<file path="config.mk">
export PLATFORM = sky130hd
export DESIGN_NAME = dmem_access_ctrl
export DESIGN_NICKNAME = d
export VERILOG_FILES = /design/src/rtl/dmem_access_ctrl.sv
export SDC_FILE = /design/constraint.sdc
export NUM_CORES = 1
export LEC_CHECK = 0
export CAP_MARGIN = 10
export CORE_UTILIZATION = 42
export CTS_CLUSTER_SIZE = 28
export DETAILED_ROUTE_END_ITERATION = 10
export HOLD_SLACK_MARGIN = 0.06
export MAX_ROUTING_LAYER = met4
export PLACE_DENSITY = 0.75
export SYNTH_ARGS = -nofsm -noshare
export SYNTH_HDL_FRONTEND = slang
export SYNTH_SLANG_ARGS = --single-unit
</file>
<file path="constraint.sdc">
create_clock -name clock -period 4.17 [get_ports clock]
set_input_delay 1.0425 -clock clock [delete_from_list [all_inputs] [get_ports clock]]
set_output_delay 1.0425 -clock clock [all_outputs]
set_load 0.005 [all_outputs]
</file>
<file path="src/rtl/dmem_access_ctrl.sv">
// Load/store initiator for the dmemory32 word port: sub-word stores via read-modify-write.
// Optional build macro DMEM_MISALIGN_TRAP_EN: misaligned half/word requests are trapped instead of aligned.
module dmem_access_ctrl #(
  parameter int ADDR_WIDTH   = 32,
  parameter int READ_LATENCY = 1
) (
  input  logic                  clock,
  input  logic                  reset,
  input  logic                  req_valid,
  output logic                  req_ready,
  input  logic                  req_write,
  input  logic [1:0]            req_size,
  input  logic                  req_signed,
  input  logic [ADDR_WIDTH-1:0] req_addr,
  input  logic [31:0]           req_wdata,
  output logic                  rsp_valid,
  input  logic                  rsp_ready,
  output logic [31:0]           rsp_rdata,
  output logic                  rsp_misalign,
  output logic [ADDR_WIDTH-1:0] mem_addr,
  output logic [31:0]           mem_wdata,
  output logic                  mem_write,
  input  logic [31:0]           mem_rdata
);

  typedef enum logic [1:0] {IDLE, READ, WRITE, RESP} stateT;

  localparam logic [1:0] LAST_CNT = 2'(READ_LATENCY - 1);

  stateT       state;
  logic [1:0]  latCnt;
  logic        writeReg;
  logic [1:0]  sizeReg;
  logic        signedReg;
  logic [1:0]  offsetReg;
  logic [15:0] wdataReg;

  logic        misalignIn;
  logic [1:0]  offsetIn;
  logic [3:0]  laneSel;
  logic [31:0] mergeWord;
  logic [7:0]  byteLane;
  logic [15:0] halfLane;
  logic [31:0] loadData;

  // Lane offset is forced to natural alignment; with trapping on, only aligned requests reach it.
  always_comb begin
    misalignIn = 1'b0;
`ifdef DMEM_MISALIGN_TRAP_EN
    misalignIn = (req_size == 2'b01 && req_addr[0]) ||
                 (req_size[1] && req_addr[1:0] != 2'b00);
`endif
    offsetIn = 2'b00;
    case (req_size)
      2'b00:   offsetIn = req_addr[1:0];
      2'b01:   offsetIn = {req_addr[1], 1'b0};
      default: offsetIn = 2'b00;
    endcase
  end

  always_comb begin
    laneSel = 4'b1111;
    case (sizeReg)
      2'b00:   laneSel = 4'b0001 << offsetReg;
      2'b01:   laneSel = offsetReg[1] ? 4'b1100 : 4'b0011;
      default: laneSel = 4'b1111;
    endcase
  end

  generate
    for (genvar gi = 0; gi < 4; gi++) begin : gLane
      assign mergeWord[8*gi +: 8] = !laneSel[gi]       ? mem_rdata[8*gi +: 8] :
                                    (sizeReg == 2'b00) ? wdataReg[7:0]        :
                                                         wdataReg[8*(gi%2) +: 8];
    end
  endgenerate

  always_comb begin
    byteLane = mem_rdata[{offsetReg, 3'b000} +: 8];
    halfLane = offsetReg[1] ? mem_rdata[31:16] : mem_rdata[15:0];
    case (sizeReg)
      2'b00:   loadData = {{24{signedReg & byteLane[7]}}, byteLane};
      2'b01:   loadData = {{16{signedReg & halfLane[15]}}, halfLane};
      default: loadData = mem_rdata;
    endcase
  end

  always_ff @(posedge clock or posedge reset) begin
    if (reset) begin
      state        <= IDLE;
      latCnt       <= 2'd0;
      writeReg     <= 1'b0;
      sizeReg      <= 2'b00;
      signedReg    <= 1'b0;
      offsetReg    <= 2'b00;
      wdataReg     <= 16'd0;
      req_ready    <= 1'b1;
      rsp_valid    <= 1'b0;
      rsp_rdata    <= 32'd0;
      rsp_misalign <= 1'b0;
      mem_addr     <= '0;
      mem_wdata    <= 32'd0;
      mem_write    <= 1'b0;
    end else begin
      case (state)
        IDLE: begin
          if (req_valid && req_ready) begin
            writeReg     <= req_write;
            sizeReg      <= req_size;
            signedReg    <= req_signed;
            offsetReg    <= offsetIn;
            wdataReg     <= req_wdata[15:0];
            latCnt       <= 2'd0;
            req_ready    <= 1'b0;
            rsp_rdata    <= 32'd0;
            rsp_misalign <= 1'b0;
            mem_addr     <= {req_addr[ADDR_WIDTH-1:2], 2'b00};
            if (misalignIn) begin
              rsp_misalign <= 1'b1;
              rsp_valid    <= 1'b1;
              state        <= RESP;
            end else if (req_write && req_size[1]) begin
              mem_wdata <= req_wdata;
              mem_write <= 1'b1;
              state     <= WRITE;
            end else begin
              state <= READ;
            end
          end
        end
        READ: begin
          if (latCnt == LAST_CNT) begin
            if (writeReg) begin
              mem_wdata <= mergeWord;
              mem_write <= 1'b1;
              state     <= WRITE;
            end else begin
              rsp_rdata <= loadData;
              rsp_valid <= 1'b1;
              state     <= RESP;
            end
          end else begin
            latCnt <= latCnt + 2'd1;
          end
        end
        WRITE: begin
          mem_write <= 1'b0;
          rsp_valid <= 1'b1;
          state     <= RESP;
        end
        RESP: begin
          if (rsp_ready) begin
            rsp_valid <= 1'b0;
            req_ready <= 1'b1;
            state     <= IDLE;
          end
        end
        default: state <= IDLE;
      endcase
    end
  end

endmodule

</file>
==> flow_summary_export.csv, run 1 <==
group,metric,value,unit
synthesis,syn_inst,545,
synthesis,ys.flop_type,"dfrtp_1",
synthesis,synth_cell_types,52,
timing,setup_viol,0,
synthesis,ys_ff_latch,123,
cts,clk_pin_slew_worst_paths,50,ps
detailed_routing,ant_nets,0,
detailed_routing,wl,18.2,mm
critical_path,crit_path_start_kind,"input port",
critical_path,crit_chain,"clkdlybuf4s50_1 > a21boi_1 > a2111oi_4 > buf_4 > nand2_2 > o211ai_1",
status,status,"finished clean",
floorplan,die_x,123,um
placed_design,dp_hpwl,13.6,mm
synthesis,synth.top_cell.area_share,49.9,%
timing,fin_crit,2980,ps
placed_design,numPlacedInstances,899,
synthesis,synth_compound_area_share,16.2,%
layout,nNetsFinal,848,
critical_path,crit_buf_inv,2,
placed_design,post-place-ws,809,ps
synthesis,synth.area.top_cells,"dfrtp_1 (50%), mux2_2 (11%), mux2i_1 (5.9%)",
synthesis,synth_xor_area_share,0,%
floorplan,die_y,123,um
floorplan,core_area,14000,um^2
timing,hold_viol_final,0,
floorplan,die_area,15100,um^2
cts,cts_tree,"done",
layout,final_layout_size_suffix_gt1_share,15.6,%
critical_path,cpPeakStageDelay,580,ps
synthesis,netlist_area,6120,um^2
cts,cts_sinks,123,
floorplan,boundaryPins,204,
critical_path,reg2reg_slack,1190,ps
synthesis,synth_top_family_by_area,"multiplexers",
critical_path,worstSetupPathType,"in2reg",
critical_path,cp_top_family,"buffers and inverters",
cts,cts_buffers,17,
timing,slew_headroom,26.1,%
synthesis,synth_edf_count,0,
synthesis,synth-seq-area-share,50.3,%
timing,rsz0062_at_grt,"no",
worst_hold_path,hold_path_class,"reg2reg",
global_routing,grt_overflow_total,0,
synthesis,avgSynthCellArea,11.2,um^2
detailed_routing,dr.pass1.iters,5,
cts,cts_buffer_depth,2,
cts,cts_setup_buffers,0,
critical_path,required,4480,ps
layout,synthToLayoutAreaGrowth,43.8,%
synthesis,synth.most_common_cell,"dfrtp_1",
synthesis,synth_top_area_cell,"dfrtp_1",
timing,max_freq,335,MHz
pwr,irDropWorstVdd,0.473,mV
global_routing,grt_pass1_vias,5338,
timing,post-route-period-util,71.5,%
cts,cts_root_buf,"clkbuf_16",
global_routing,grt_util_all_layers,26.0,%
placed_design,place.port_buffers,200,
global_routing,grt_max_degree,47,
global_routing,antenna_found_initial,0,
layout,fin_cells,931,
critical_path,critPathMaxFanout,26,
floorplan,initial_core_util,43.6,%
critical_path,crit_path_top_delay_cell,"clkdlybuf4s50_1",
floorplan,num_rows,43,
flow_run,drv_cap,0,
timing,post-route-worst-setup-slack,1190,ps
cts,holdBufCountCts,0,
synthesis,async_flop_share,100,%
global_routing,grt_pass1_wl,28.1,mm
pwr,p_leak,3.75,nW
placed_design,place.gp.congestion,0.932,
cts,clk_latency,410,ps
critical_path,cp.arrival,3290,ps
timing,fin_tns_setup,0,ps
cts,cts_resized,0,
timing,fin_worst_skew,8.01,ps
layout,diodes,0,
synthesis,yosys.area_share.simple,11.9,%
detailed_routing,vias_per_cell,5.58,
detailed_routing,initialDrtViolationCount,395,
timing,final_max_slew_viol_count,0,
detailed_routing,wire_per_inst,19.6,um
synthesis,synth-adder-area-share,1.23,%
timing,worst_pin_slew,1110,ps
detailed_routing,remaining_drc_errors,0,
synthesis,ys_warn_count,0,
synthesis,synthMuxAreaShare,16.6,%
detailed_routing,vias,5195,
synthesis,synthTopCellsByCount,"dfrtp_1 (122), mux2_2 (58), nand2_1 (55), mux2i_1 (36), nand3_1 (28)",
cts,h-tree-depth,4,
critical_path,end_kind,"flip-flop",
pwr,powerDensity,753,nW/um^2
-- power by group --
part,switching (W),total (W),internal [W]
Combinational,0.00143,0.00310,0.00167
Sequential,0.000433,0.00215,0.00172
Clock,0.000490,0.00137,0.000883
-- through the flow --
stage          total power [W]  utilization [%]  cell area (um^2)  hold slack [ps]
2_1_floorplan          0.00390                -              6130              473
5_1_grt                0.00702             62.6              8790              513
4_1_cts                0.00665             62.6              8790              485
6_report               0.00662             62.6              8790              483
3_3_place_gp           0.00513             58.7              8250              477
3_5_place_dp           0.00524             58.7              8250              474
-- final timing paths --
path	start	end	depth (start not counted)
max	req_size[1]	mem_wdata[27]	6
min in group asynchronous	reset	mem_wdata[25]	2
max in group asynchronous	reset	rsp_rdata[3]	4
min reg2reg	rsp_rdata[5]	rsp_rdata[5]	2
min	rsp_rdata[5]	rsp_rdata[5]	2
max reg2reg	state[1]	rsp_rdata[24]	6
-- final cells by class --
type,instances,area [um^2]
tap,180,225
multi-input combinational,377,2820
fill,1090,5250
inverter,11,45.0
timing repair buffer,208,2070
clock inverter,2,35.0
sequential,123,3080
clock buffer,30,514
-- cells in the final DEF, fill, tap and decap left out, types with 2 or more instances in the layout --
cell	count
o21ai_0	27
clkbuf_1	9
a22o_1	17
o21ai_1	8
o22ai_1	6
ha_1	6
clkbuf_16	17
o211ai_2	12
nand2_2	2
and2_1	8
a21oi_1	18
nor2_1	6
o221a_2	2
nand3_1	27
nand2_1	55
o211ai_1	6
a211o_1	2
mux2_2	58
a222oi_1	7
clkbuf_8	4
or3_1	2
a21oi_2	2
mux2i_1	36
conb_1	3
nor2b_1	2
clkdlybuf4s50_1	200
nand3b_1	9
buf_4	7
nand2b_1	27
dfrtp_1	122
inv_1	10
nor3_1	2
a22oi_1	8
-- sequential cells by signal (all words and copies together), names as in the netlist --
name / cells
mem_addr: 30
rsp_rdata: 32
writeReg: 1
wdataReg: 16
sizeReg: 2
state: 2
mem_wdata: 32
offsetReg: 2
signedReg: 1
req_ready: 1
mem_write: 1
latCnt: 2
rsp_valid: 1
-- worst min-delay path, stage by stage (launching register included) --
cell and delay, ps:
dfrtp_1 340, nand2_1 50, o21ai_0 60
-- logic make-up (layout without fill, tap and decap cells) --
kind of cell,after synthesis,after routing
AND/OR/NAND/NOR,144,144
AO/OA/AOI/OAI,130,130
flip-flops,123,123
multiplexers,94,94
buffers and inverters,47,251
adder cells (fa/ha/maj),6,6
other,1,3
-- layer usage --
metal / up-vias / track usage, % / wire (um)
met2: 254 / 40.6 / 8720
met4: 0 / 8.69 / 452
li1: 2360 / - / -
met5: - / - / 0
met3: 32 / 7.57 / 1370
met1: 2549 / 32.1 / 7680
(Power assumes the default switching activity.)
==> run 2: changes to the inputs <==
--- a/config.mk
+++ b/config.mk
@@ -6,12 +6,12 @@
 export NUM_CORES = 1
 export LEC_CHECK = 0
 export CAP_MARGIN = 10
-export CORE_UTILIZATION = 42
+export CORE_UTILIZATION = 46
 export CTS_CLUSTER_SIZE = 28
 export DETAILED_ROUTE_END_ITERATION = 10
 export HOLD_SLACK_MARGIN = 0.06
 export MAX_ROUTING_LAYER = met4
-export PLACE_DENSITY = 0.75
+export PLACE_DENSITY = 0.78
 export SYNTH_ARGS = -nofsm -noshare
 export SYNTH_HDL_FRONTEND = slang
 export SYNTH_SLANG_ARGS = --single-unit
==> constraint.sdc (replaced) <==
create_clock -name clock -period 2.9 [get_ports clock]
set_input_delay 0.725 -clock clock [delete_from_list [all_inputs] [get_ports clock]]
set_output_delay 0.725 -clock clock [all_outputs]
set_load 0.005 [all_outputs]
==> run 2 against run 1 <==
  * Cell area rose by 2.3%
  * Critical path depth did not move
  * Die area fell by 8.6%
  * Register-to-register slack got worse by 690 ps
  * Utilization rose by 7.8 points
  * Clock power rose by 84%
  * Hold slack improved by 2.8 ps
  * Combinational power rose by 50%
  * Non-clock buffer count rose by 6
  * Cell count fell by 0.21%
  * Sequential share of layout area fell by 0.80 points
  * Via count rose by 0.98%
  * Largest cell class unchanged
==> flow_summary_export.csv, run 2 (synthesis results as in run 1) <==
group,metric,value,unit
status,status,"finished clean",
worst_hold_path,hold_path_class,"reg2reg",
placed_design,dp_hpwl,13.6,mm
critical_path,r2r_start,"state[1]",
timing,rsz0062_at_grt,"no",
critical_path,critPathMaxFanout,13,
cts,cts_tree,"done",
flow_run,drv_cap,0,
critical_path,end_kind,"flip-flop",
critical_path,cpMostUsedCell,"nor2_1",
timing,hold_ws,485,ps
floorplan,core_area,12800,um^2
critical_path,reg2reg_slack,500,ps
timing,fin_crit,2400,ps
detailed_routing,vias_per_cell,5.65,
layout,layout_common_cells,"clkdlybuf4s50_1 (200), dfrtp_1 (122), mux2_2 (58)",
detailed_routing,wire_per_inst,19.7,um
timing,hold_viol_final,0,
critical_path,cp_top_family,"simple AND/OR/NAND/NOR gates",
cts,cts_root_buf,"clkbuf_16",
critical_path,startpoint,"state[1]",
cts,cts_sinks,123,
floorplan,num_rows,41,
layout,layout.cells.most_common,"clkdlybuf4s50_1",
global_routing,grt_util_all_layers,28.1,%
detailed_routing,wl,18.3,mm
detailed_routing,dr.pass1.iters,7,
detailed_routing,ant_nets,0,
timing,slew_headroom,25.9,%
critical_path,crit_chain,"inv_1 > ha_1 > nor2_1 > a2111o_1 > nor2_1 > a21oi_1",
pwr,powerDensity,1140,nW/um^2
placed_design,numPlacedInstances,897,
timing,max_freq,416,MHz
layout,reg.largest.list,"mem_wdata: 32 flops, rsp_rdata: 32 flops, mem_addr: 30 flops",
cts,cts_buffers,17,
cts,holdBufCountCts,0,
critical_path,crit_path_top_delay_cell,"ha_1",
critical_path,r2r_cells,6,
floorplan,die_x,117,um
layout,diodes,0,
critical_path,crit_path_start_kind,"flip-flop",
critical_path,r2r_end,"mem_wdata[11]",
layout,final_layout_size_suffix_gt1_share,17.3,%
worst_hold_path,holdPathStages,2,
timing,fin_tns_setup,0,ps
cts,cts_buffer_depth,2,
cts,clk_latency,410,ps
global_routing,grt_overflow_total,0,
timing,worst_pin_slew,1100,ps
layout,synthToLayoutAreaGrowth,47.1,%
critical_path,cp.arrival,2670,ps
cts,clk_pin_slew_worst_paths,60,ps
layout,fin_cells,929,
global_routing,grt_max_degree,47,
global_routing,antenna_found_initial,0,
critical_path,worstSetupPathDepth,6,
cts,h-tree-depth,4,
placed_design,place.gp.congestion,0.880,
timing,post-route-period-util,82.8,%
critical_path,required,3170,ps
floorplan,die_y,117,um
cts,cts_setup_buffers,0,
timing,final_max_slew_viol_count,0,
layout,nNetsFinal,854,
pwr,irDropWorstVdd,0.579,mV
detailed_routing,vias,5246,
floorplan,initial_core_util,47.9,%
global_routing,grt_pass1_vias,5422,
detailed_routing,remaining_drc_errors,0,
timing,fin_worst_skew,5.19,ps
floorplan,die_area,13800,um^2
critical_path,worstSetupPathType,"reg2reg",
global_routing,grt_pass1_wl,29.0,mm
pwr,p_leak,3.85,nW
placed_design,place.port_buffers,200,
critical_path,crit_buf_inv,1,
timing,setup_viol,0,
critical_path,critPathCapture,"mem_wdata[11]",
critical_path,cpPeakStageDelay,520,ps
floorplan,boundaryPins,204,
detailed_routing,initialDrtViolationCount,477,
cts,cts_resized,0,
-- run 2: changes by cell type in the layout (fill, tap and decap cells not counted), sizes merged --
cell      before  now
buf            8   14
bufinv         1    7
clkbuf        30   21
clkinvlp       1    4
-- run 2: final cells by class --
type | count | area [um^2]
tap | 172 | 215
clock inverter | 11 | 238
multi-input combinational | 377 | 2820
fill | 906 | 3770
inverter | 11 | 45.0
timing repair buffer | 214 | 2130
sequential | 123 | 3080
clock buffer | 21 | 470
-- run 2: worst min path at each step --
| stage | start | to | slack (ps) |
|---|---|---|---|
| 2_1_floorplan | rsp_rdata[8] | rsp_rdata[8] | 470 |
| 3_3_place_gp | rsp_rdata[8] | rsp_rdata[8] | 470 |
| 3_5_place_dp | rsp_rdata[0] | rsp_rdata[0] | 480 |
| 4_1_cts | rsp_rdata[2] | rsp_rdata[2] | 490 |
| 5_1_grt | mem_wdata[16] | mem_wdata[16] | 510 |
| 6_report | rsp_rdata[2] | rsp_rdata[2] | 490 |
-- run 2: report_power, final --
group          switching, W  internal (W)  total (W)
Combinational       0.00217       0.00247    0.00464
Sequential         0.000599       0.00247    0.00307
Clock              0.000751       0.00177    0.00252
-- run 2: worst reg2reg max path, delay by kind of cell, from the launching register on --
family / cells / cell delay, ps
flops: 1 / 410
simple gates: 2 / 610
fa+ha+maj: 1 / 520
buf+inv: 1 / 120
compound gates: 2 / 590
-- run 2: metrics by stage --
stage / setup slack [ps] / total power (W) / area [um^2] / utilization [%]
global route: 367 / 0.0108 / 9000 / 70.5
global placement: 279 / 0.00748 / 8290 / 64.9
detailed placement: 210 / 0.00766 / 8290 / 64.9
floorplan: 665 / 0.00561 / 6130 / -
CTS: 539 / 0.0102 / 9000 / 70.5
finish: 498 / 0.0102 / 9000 / 70.5
-- run 2: per-layer routing --
layer	track usage [%]	vias to the layer above	wire length (um)
met5	-	-	0
met4	11.7	0	541
met1	34.7	2544	7600
li1	-	2371	-
met2	43.9	293	8790
met3	7.15	38	1420
==> run 3: changes to the inputs <==
--- a/config.mk
+++ b/config.mk
@@ -6,12 +6,12 @@
 export NUM_CORES = 1
 export LEC_CHECK = 0
 export CAP_MARGIN = 10
-export CORE_UTILIZATION = 46
+export CORE_UTILIZATION = 42
 export CTS_CLUSTER_SIZE = 28
 export DETAILED_ROUTE_END_ITERATION = 10
 export HOLD_SLACK_MARGIN = 0.06
 export MAX_ROUTING_LAYER = met4
-export PLACE_DENSITY = 0.78
+export PLACE_DENSITY = 0.75
 export SYNTH_ARGS = -nofsm -noshare
 export SYNTH_HDL_FRONTEND = slang
 export SYNTH_SLANG_ARGS = --single-unit
==> constraint.sdc (replaced) <==
create_clock -name clock -period 2.1 [get_ports clock]
set_input_delay 0.525 -clock clock [delete_from_list [all_inputs] [get_ports clock]]
set_output_delay 0.525 -clock clock [all_outputs]
set_load 0.005 [all_outputs]
==> run 3 against run 2 <==
  * Hold slack lost 53 ps
  * Clock skew is essentially flat
  * Utilization shrank 5.0 points
  * Power is 35% higher
  * Die area is 9.4% higher
  * Clock-buffer cell count increased by 2
  * Cell count grew 4.5%
  * Sequential power grew 36%
  * Non-clock buffer count rose by 35
  * Highest routed layer unchanged
==> flow_summary_export.csv, run 3 (synthesis results as in run 1) <==
group,metric,value,unit
status,status,"finished clean",
cts,h-tree-depth,4,
layout,diodes,0,
placed_design,place.port_buffers,200,
placed_design,place.gp.congestion,0.896,
floorplan,num_rows,43,
worst_hold_path,hold_path_class,"in2async",
placed_design,dp_hpwl,14.3,mm
critical_path,end_kind,"flip-flop",
timing,rsz0062_at_grt,"no",
pwr,irDropWorstVdd,1.02,mV
timing,fin_worst_skew,5.50,ps
timing,setup_viol,0,
layout,reg.largest.list,"mem_wdata: 32 flops, rsp_rdata: 32 flops, mem_addr: 30 flops",
cts,cts_sinks,123,
global_routing,grt_pass1_wl,28.8,mm
detailed_routing,initialDrtViolationCount,363,
pwr,p_comb_share,50.4,%
floorplan,boundaryPins,204,
detailed_routing,vias_per_cell,5.47,
cts,cts_buffers,17,
floorplan,die_area,15100,um^2
global_routing,grt_pass1_vias,5509,
cts,cts_tree,"done",
flow_run,drv_cap,0,
detailed_routing,wire_per_inst,19.3,um
detailed_routing,wl,18.7,mm
critical_path,cp.arrival,2300,ps
layout,postLayoutCellArea,9200,um^2
pwr,p_clk_share,19.4,%
cts,clk_pin_slew_worst_paths,60,ps
global_routing,antenna_found_initial,0,
floorplan,die_y,123,um
pwr,switching_share,35.5,%
global_routing,grt_max_degree,46,
layout,nFillCells,1086,
global_routing,grt_util_all_layers,26.6,%
floorplan,core_area,14000,um^2
layout,final_layout_size_suffix_gt1_share,20.6,%
layout,layout_common_cells,"clkdlybuf4s50_1 (200), dfrtp_1 (122), mux2_2 (58)",
critical_path,critPathMaxFanout,19,
critical_path,crit_path_start_kind,"flip-flop",
pwr,p_sw,0.00490,W
cts,cts_buffer_depth,2,
cts,holdBufCountCts,0,
detailed_routing,ant_nets,0,
timing,post-route-worst-setup-slack,95.9,ps
timing,max_freq,499,MHz
detailed_routing,remaining_drc_errors,0,
layout,layout.cells.most_common,"clkdlybuf4s50_1",
critical_path,r2r_cells,7,
timing,fin_crit,2000,ps
timing,hold_viol_final,0,
global_routing,grt_overflow_total,0,
pwr,p_int,0.00891,W
layout,final-seq-area,3080,um^2
critical_path,required,2390,ps
layout,multi_input_comb_area,2840,um^2
layout,nNetsFinal,889,
timing,post-route-period-util,95.4,%
timing,fin_tns_setup,0,ps
detailed_routing,vias,5308,
timing,final_max_slew_viol_count,0,
layout,synthToLayoutAreaGrowth,50.3,%
layout,final_util,65.5,%
floorplan,die_x,123,um
pwr,seq_power_share,30.2,%
cts,cts_root_buf,"clkbuf_16",
placed_design,post-place-ws,-173,ps
pwr,powerDensity,1500,nW/um^2
pwr,p_leak,3.98,nW
critical_path,worstSetupPathType,"reg2reg",
detailed_routing,dr.pass1.iters,5,
placed_design,postPlaceCellArea,8610,um^2
floorplan,initial_core_util,43.6,%
cts,clk_latency,420,ps
## run 3: metal layers
layer	vias to the layer above	routed length, um	GRT usage [%]
met5	-	0	-
met4	0	500	11.2
met3	30	1440	7.34
met2	234	9130	43.0
met1	2600	7640	31.1
li1	2444	-	-
## run 3: final cells by class
cell class              instances  area share [%]
clock inverters                 8           0.762
well taps                     180            2.45
repair buffers                249            26.8
inverters                      11           0.490
clock buffers                  23            5.09
multi-input cells             377            30.9
flip-flops and latches        123            33.5
## run 3: timing repair
item / in CTS / in global routing
gates resized for setup: 1 / 5
pin swaps: 0 / 1
setup buffers: 0 / 3
setup endpoints to repair: 16 / 55
## run 3: path summary, 6_finish.rpt
| check | start | endpoint | slack, ps |
|---|---|---|---|
| worst min-delay path | reset | state[1] | 430 |
| worst max-delay path | state[0] | mem_wdata[3] | 100 |
| worst min register to register | rsp_rdata[5] | rsp_rdata[5] | 490 |
| worst max register to register | state[0] | mem_wdata[3] | 100 |
| max in group asynchronous | reset | mem_addr[30] | 1000 |
| min in group clock | rsp_rdata[5] | rsp_rdata[5] | 490 |
## run 3: power groups by stage
stage,combinational [W],sequential [W],clock (W)
2_1_floorplan,0.00374,0.00400,0
3_3_place_gp,0.00658,0.00414,0
3_5_place_dp,0.00681,0.00419,0
4_1_cts,0.00689,0.00418,0.00272
5_1_grt,0.00753,0.00429,0.00282
6_report,0.00696,0.00417,0.00268
## run 3: worst max-delay path, cell delays in order, from the launching register on
cell      delay, ps
dfrtp_1         400
buf_4           140
ha_1            240
buf_6           160
a2111o_1        460
buf_12          200
a22oi_1         180
o21ai_1         100
## run 3: stage by stage
step | power [W] | cells | hold slack, ps
after floorplan | 0.00774 | 547 | 473
after global placement | 0.0107 | 937 | 473
after detailed placement | 0.0110 | 937 | 478
after CTS | 0.0138 | 968 | 433
after global routing | 0.0146 | 971 | 451
final | 0.0138 | 971 | 433
==> edit 1: new RTL, config.mk and constraints of run 1 <==
Change the parameter `ADDR_WIDTH` from 32 to 64.
--- a/src/rtl/dmem_access_ctrl.sv
+++ b/src/rtl/dmem_access_ctrl.sv
@@ -3,3 +3,3 @@
 module dmem_access_ctrl #(
-  parameter int ADDR_WIDTH   = 32,
+  parameter int ADDR_WIDTH   = 64,
   parameter int READ_LATENCY = 1
Ports: changed (resized mem_addr and req_addr); port bits go from 204 to 268. The function was not compared with the original's and may differ.
==> edit 1 against run 1 <==
- sequential power rose by 28%
- largest power group unchanged
- cell area rose by 22%
- synthesized cell count rose by 5.3%
- worst setup slack got worse by 0.15 ns
- global-route usage rose by 1.0 points
- sequential cell count rose by 32
- area after synthesis rose by 19%
- total power rose by 24%
- wire length rose by 24%
- largest cell class unchanged
==> edit 1: results (changes against run 1) <==
gpl congestion - 0.886 (-5.0%)
Iter 0 DRT Violations - 434 (+9.9%)
Top Family by Delay on Critical Path - simple AND/OR/NAND/NOR gates
Distinct cells, synth - 45 (-13%)
Post-synth top cells - dfrtp_1, mux2_2, a221o_1
post-DR vias/cell - 5.59 (+0.21%)
GR Util met1 - 31.7% (-0.42 points)
largest net degree at the start of global routing - 54 (+15%)
share of cells above drive strength 1 - 20.2% (+4.6 points)
M1 WL - 8.81 mm (+15%)
Worst VDD drop - 0.400 mV (-15%)
met2 wire len - 10.9 mm (+25%)
Tightest Pin Transition - 1.12 ns (+0.0108 ns)
post-synthesis mux area share - 19.6% (+3.0 points)
Total GRT Usage - 27.0% (+1.0 points)
PortBufs - 264 (+32%)
biggest regs - mem_addr x62, mem_wdata x32, rsp_rdata x32
final setup skew - 0.00920 ns (+0.00119 ns)
fin nets - 965 (+14%)
Synth Area in Compound Gates - 15.5% (-0.74 points)
Crit path largest cell delay - 0.78 ns (+0.20 ns)
status - completed
Post-Place Worst Slack - 0.645 ns (-0.164 ns)
HPWL Detailed - 17.0 mm (+25%)
vias in the first global route - 6376 (+19%)
grt met3 use - 7.79% (+0.21 points)
## edit 1: cell families after synthesis
family,count (synthesis)
flip-flops,155
AO/OA/AOI/OAI,144
multiplexers,128
AND/OR/NAND/NOR,82
buffers and inverters,58
adder cells (fa/ha/maj),6
other,1
## edit 1: where the power goes
part	total [mW]	switching, mW	internal [mW]
Combinational	3.83	1.58	2.24
Clock	1.64	0.610	1.03
Sequential	2.75	0.539	2.21
## edit 1: per-stage QoR
step                      instance area, µm²  std cells  hold WS (ns)
after floorplan                         7310        576         0.475
after detailed placement               10100       1024         0.477
after global placement                 10100       1024         0.483
after global routing                   10800       1056         0.511
final                                  10800       1056         0.498
after CTS                              10800       1056         0.499
## edit 1: cell type report
class / count / area [µm²]
inverters: 14 / 56.3
well taps: 220 / 275
multi-input cells: 363 / 3190
repair buffers: 272 / 2730
clock inverters: 11 / 168
fillers: 1309 / 6010
clock buffers: 21 / 460
flip-flops and latches: 155 / 3880
## edit 1: path summary, 6_finish.rpt
kind / start / end / slack (ns) / cells past startpoint
setup reg to reg: state[1]$_DFFE_PP0P_ / rsp_rdata[21]$_DFFE_PP0P_ / 1.43 / 6
max in group asynchronous: reset / mem_addr[11]$_DFFE_PP0P_ / 2.17 / 3
hold reg to reg: rsp_rdata[12]$_DFFE_PP0P_ / rsp_rdata[12]$_DFFE_PP0P_ / 0.50 / 1
hold / removal: rsp_rdata[12]$_DFFE_PP0P_ / rsp_rdata[12]$_DFFE_PP0P_ / 0.50 / 1
min in group asynchronous: reset / mem_addr[2]$_DFFE_PP0P_ / 1.18 / 2
setup / recovery: req_valid / rsp_rdata[21]$_DFFE_PP0P_ / 1.03 / 5
==> edit 2: new RTL, config.mk and constraints of run 1 <==
Made on the original files. The 4 states of `stateT` get a Gray code encoding in 2 bits.
--- a/src/rtl/dmem_access_ctrl.sv
+++ b/src/rtl/dmem_access_ctrl.sv
@@ -25,3 +25,3 @@
 
-  typedef enum logic [1:0] {IDLE, READ, WRITE, RESP} stateT;
+  typedef enum logic [1:0] {IDLE = 2'b00, READ = 2'b01, WRITE = 2'b11, RESP = 2'b10} stateT;
 
Formal check against the unedited RTL: no difference found for any inputs over 4 cycles, from zero or initial values and one cycle with reset high; so few cycles prove little.
==> edit 2 against run 1 <==
- cell area grew 0.91%
- total power grew 1.7%
- sequential cell count unchanged
- cell count rose by 10%
- die area is 0.11% higher
- area after synthesis rose by 0.12%
- synthesized cell count up 19%
- sequential power grew 3%
- count of clock-buffer cells in the layout shrank 8
- fmax rose by 7.6%
- wire length grew 3.6%
- core utilization increased by 0.57 points
- worst setup slack better by 0.21 ns
- combinational power down 2%
- critical endpoint is now rsp_rdata[28]$_DFFE_PP0P_
- largest cell class unchanged
- highest routed layer unchanged
==> edit 2: results (changes against run 1) <==
status - completed
Post-CTS Setup Bufs - 0 (unchanged)
Iter 0 DRT Violations - 450 (+14%)
Hold Path Depth - 2 (unchanged)
Pleak - 3.93 nW (+4.8%)
HPWL Detailed - 13.7 mm (+0.76%)
M1 WL - 7.82 mm (+1.8%)
CP max FO - 17 (-35%)
Total GRT Usage - 27.0% (+1.1 points)
final setup skew - 0.00740 ns (-0.000607 ns)
initial antenna violation count - 1 (+1)
WHS Endpoint - wdataReg[12]$_DFFE_PP0P_
Seq/Total Area, Yosys - 50.3% (-0.062 points)
first-pass GRT wire length - 29.4 mm (+4.8%)
hold crit path type - reg2reg
metal3 WL - 1.60 mm (+16%)
Post-synth top cells - nand2_1, dfrtp_1, mux2i_1
Data arrival, critical path - 3.02 ns (-0.27 ns)
Crit path largest cell delay - 0.90 ns (+0.32 ns)
worst hold start - wdataReg[12]$_DFFE_PP0P_
reg2reg path depth - 5 (-1)
Post-Syn Area per Cell - 9.45 µm² (-16%)
Synth warnings - 0 (unchanged)
post-DR vias/cell - 5.41 (-3.0%)
Distinct cells, synth - 50 (-3.8%)
post-route worst hold slack - 0.467 ns (-0.0155 ns)
fin nets - 940 (+11%)
share of cells above drive strength 1 - 8.51% (-7.1 points)
fill count - 1162 (+6.6%)
grt met3 use - 6.97% (-0.60 points)
average routed wire per standard cell - 18.4 µm (-6.1%)
PortBufs - 200 (unchanged)
crit path from - mem_rdata[31]
gpl congestion - 0.950 (+1.9%)
met2 wire len - 8.86 mm (+1.6%)
async set-or-reset flop fraction in the synthesized netlist - 100% (unchanged)
biggest regs - mem_wdata x32, rsp_rdata x32, mem_addr x30
R2R setup slack - 1.54 ns (+0.35 ns)
Vias - 5559 (+7.0%)
ys flop type - dfrtp_1
worst r2r src - sizeReg[1]$_DFFE_PP0P_
CP max-delay cell - a221oi_4
placed cell count - 996 (+11%)
Post-DP Area - 0.00828 mm² (+0.42%)
largest net degree at the start of global routing - 53 (+13%)
Tightest Pin Transition - 1.10 ns (-0.0123 ns)
GR Util met1 - 33.7% (+1.6 points)
Worst Setup EP - rsp_rdata[28]$_DFFE_PP0P_
Top Family by Delay on Critical Path - compound AO/OA/AOI/OAI gates
total CTS buffers - 17 (unchanged)
M2 GR Usage - 41.1% (+0.53 points)
H-tree depth - 4 (unchanged)
Initial DRT Pass Iterations - 8 (+3)
Worst VDD drop - 0.394 mV (-17%)
uppermost layer routed - met4
ranking of synthesized cells by area - dfrtp_1, nand2_1, mux2i_1
## edit 2: changes by cell type in the layout (fill, tap and decap cells not counted), moves of 12 or more
| cell | change |
|---|---|
| mux2i_1 | +14 |
| a22o_1 | -16 |
| nand2_1 | +138 |
| o211ai_2 | -12 |
| a21oi_1 | +19 |
| nand2b_1 | -18 |
| mux2_2 | -48 |
## edit 2: power by group
part | switching (mW) | internal [mW] | leakage, nW | total [mW]
registers | 0.458 | 1.75 | 1.54 | 2.21
logic | 1.45 | 1.60 | 2.09 | 3.05
clock network | 0.500 | 0.975 | 0.292 | 1.48
## edit 2: per-stage QoR
step / util, % / worst slack, ns / power, mW
after floorplan: - / 1.62 / 3.82
after global placement: 59.0 / 1.12 / 5.16
after detailed placement: 59.0 / 0.977 / 5.26
after CTS: 63.2 / 1.42 / 6.76
after global routing: 63.2 / 1.34 / 7.17
final: 63.2 / 1.40 / 6.73
## edit 2: cells by family (layout without fill, tap and decap cells)
kind of cell,Yosys count,in the layout,share of synthesized area [%]
flip-flops,123,123,50.3
adder cells (fa/ha/maj),1,1,0.204
other,1,4,0.0612
multiplexers,60,60,10.0
AO/OA/AOI/OAI,142,142,16.5
AND/OR/NAND/NOR,258,258,18.1
buffers and inverters,63,259,4.84
## edit 2: final cells by class
class,instances,area [µm²],area share (%)
inverters,16,63.8,0.719
well taps,180,225,2.54
diodes,1,2.50,0.0282
repair buffers,213,2120,23.9
flip-flops and latches,123,3080,34.7
clock buffers,22,474,5.34
clock inverters,8,118,1.33
multi-input cells,464,2790,31.4
## edit 2: worst register-to-register path, cell delays in order, from the launching register on
cell	delay (ns)
dfrtp_1	0.75
buf_4	0.37
or3_1	0.18
o32ai_4	0.10
a221oi_4	0.90
o31ai_1	0.17
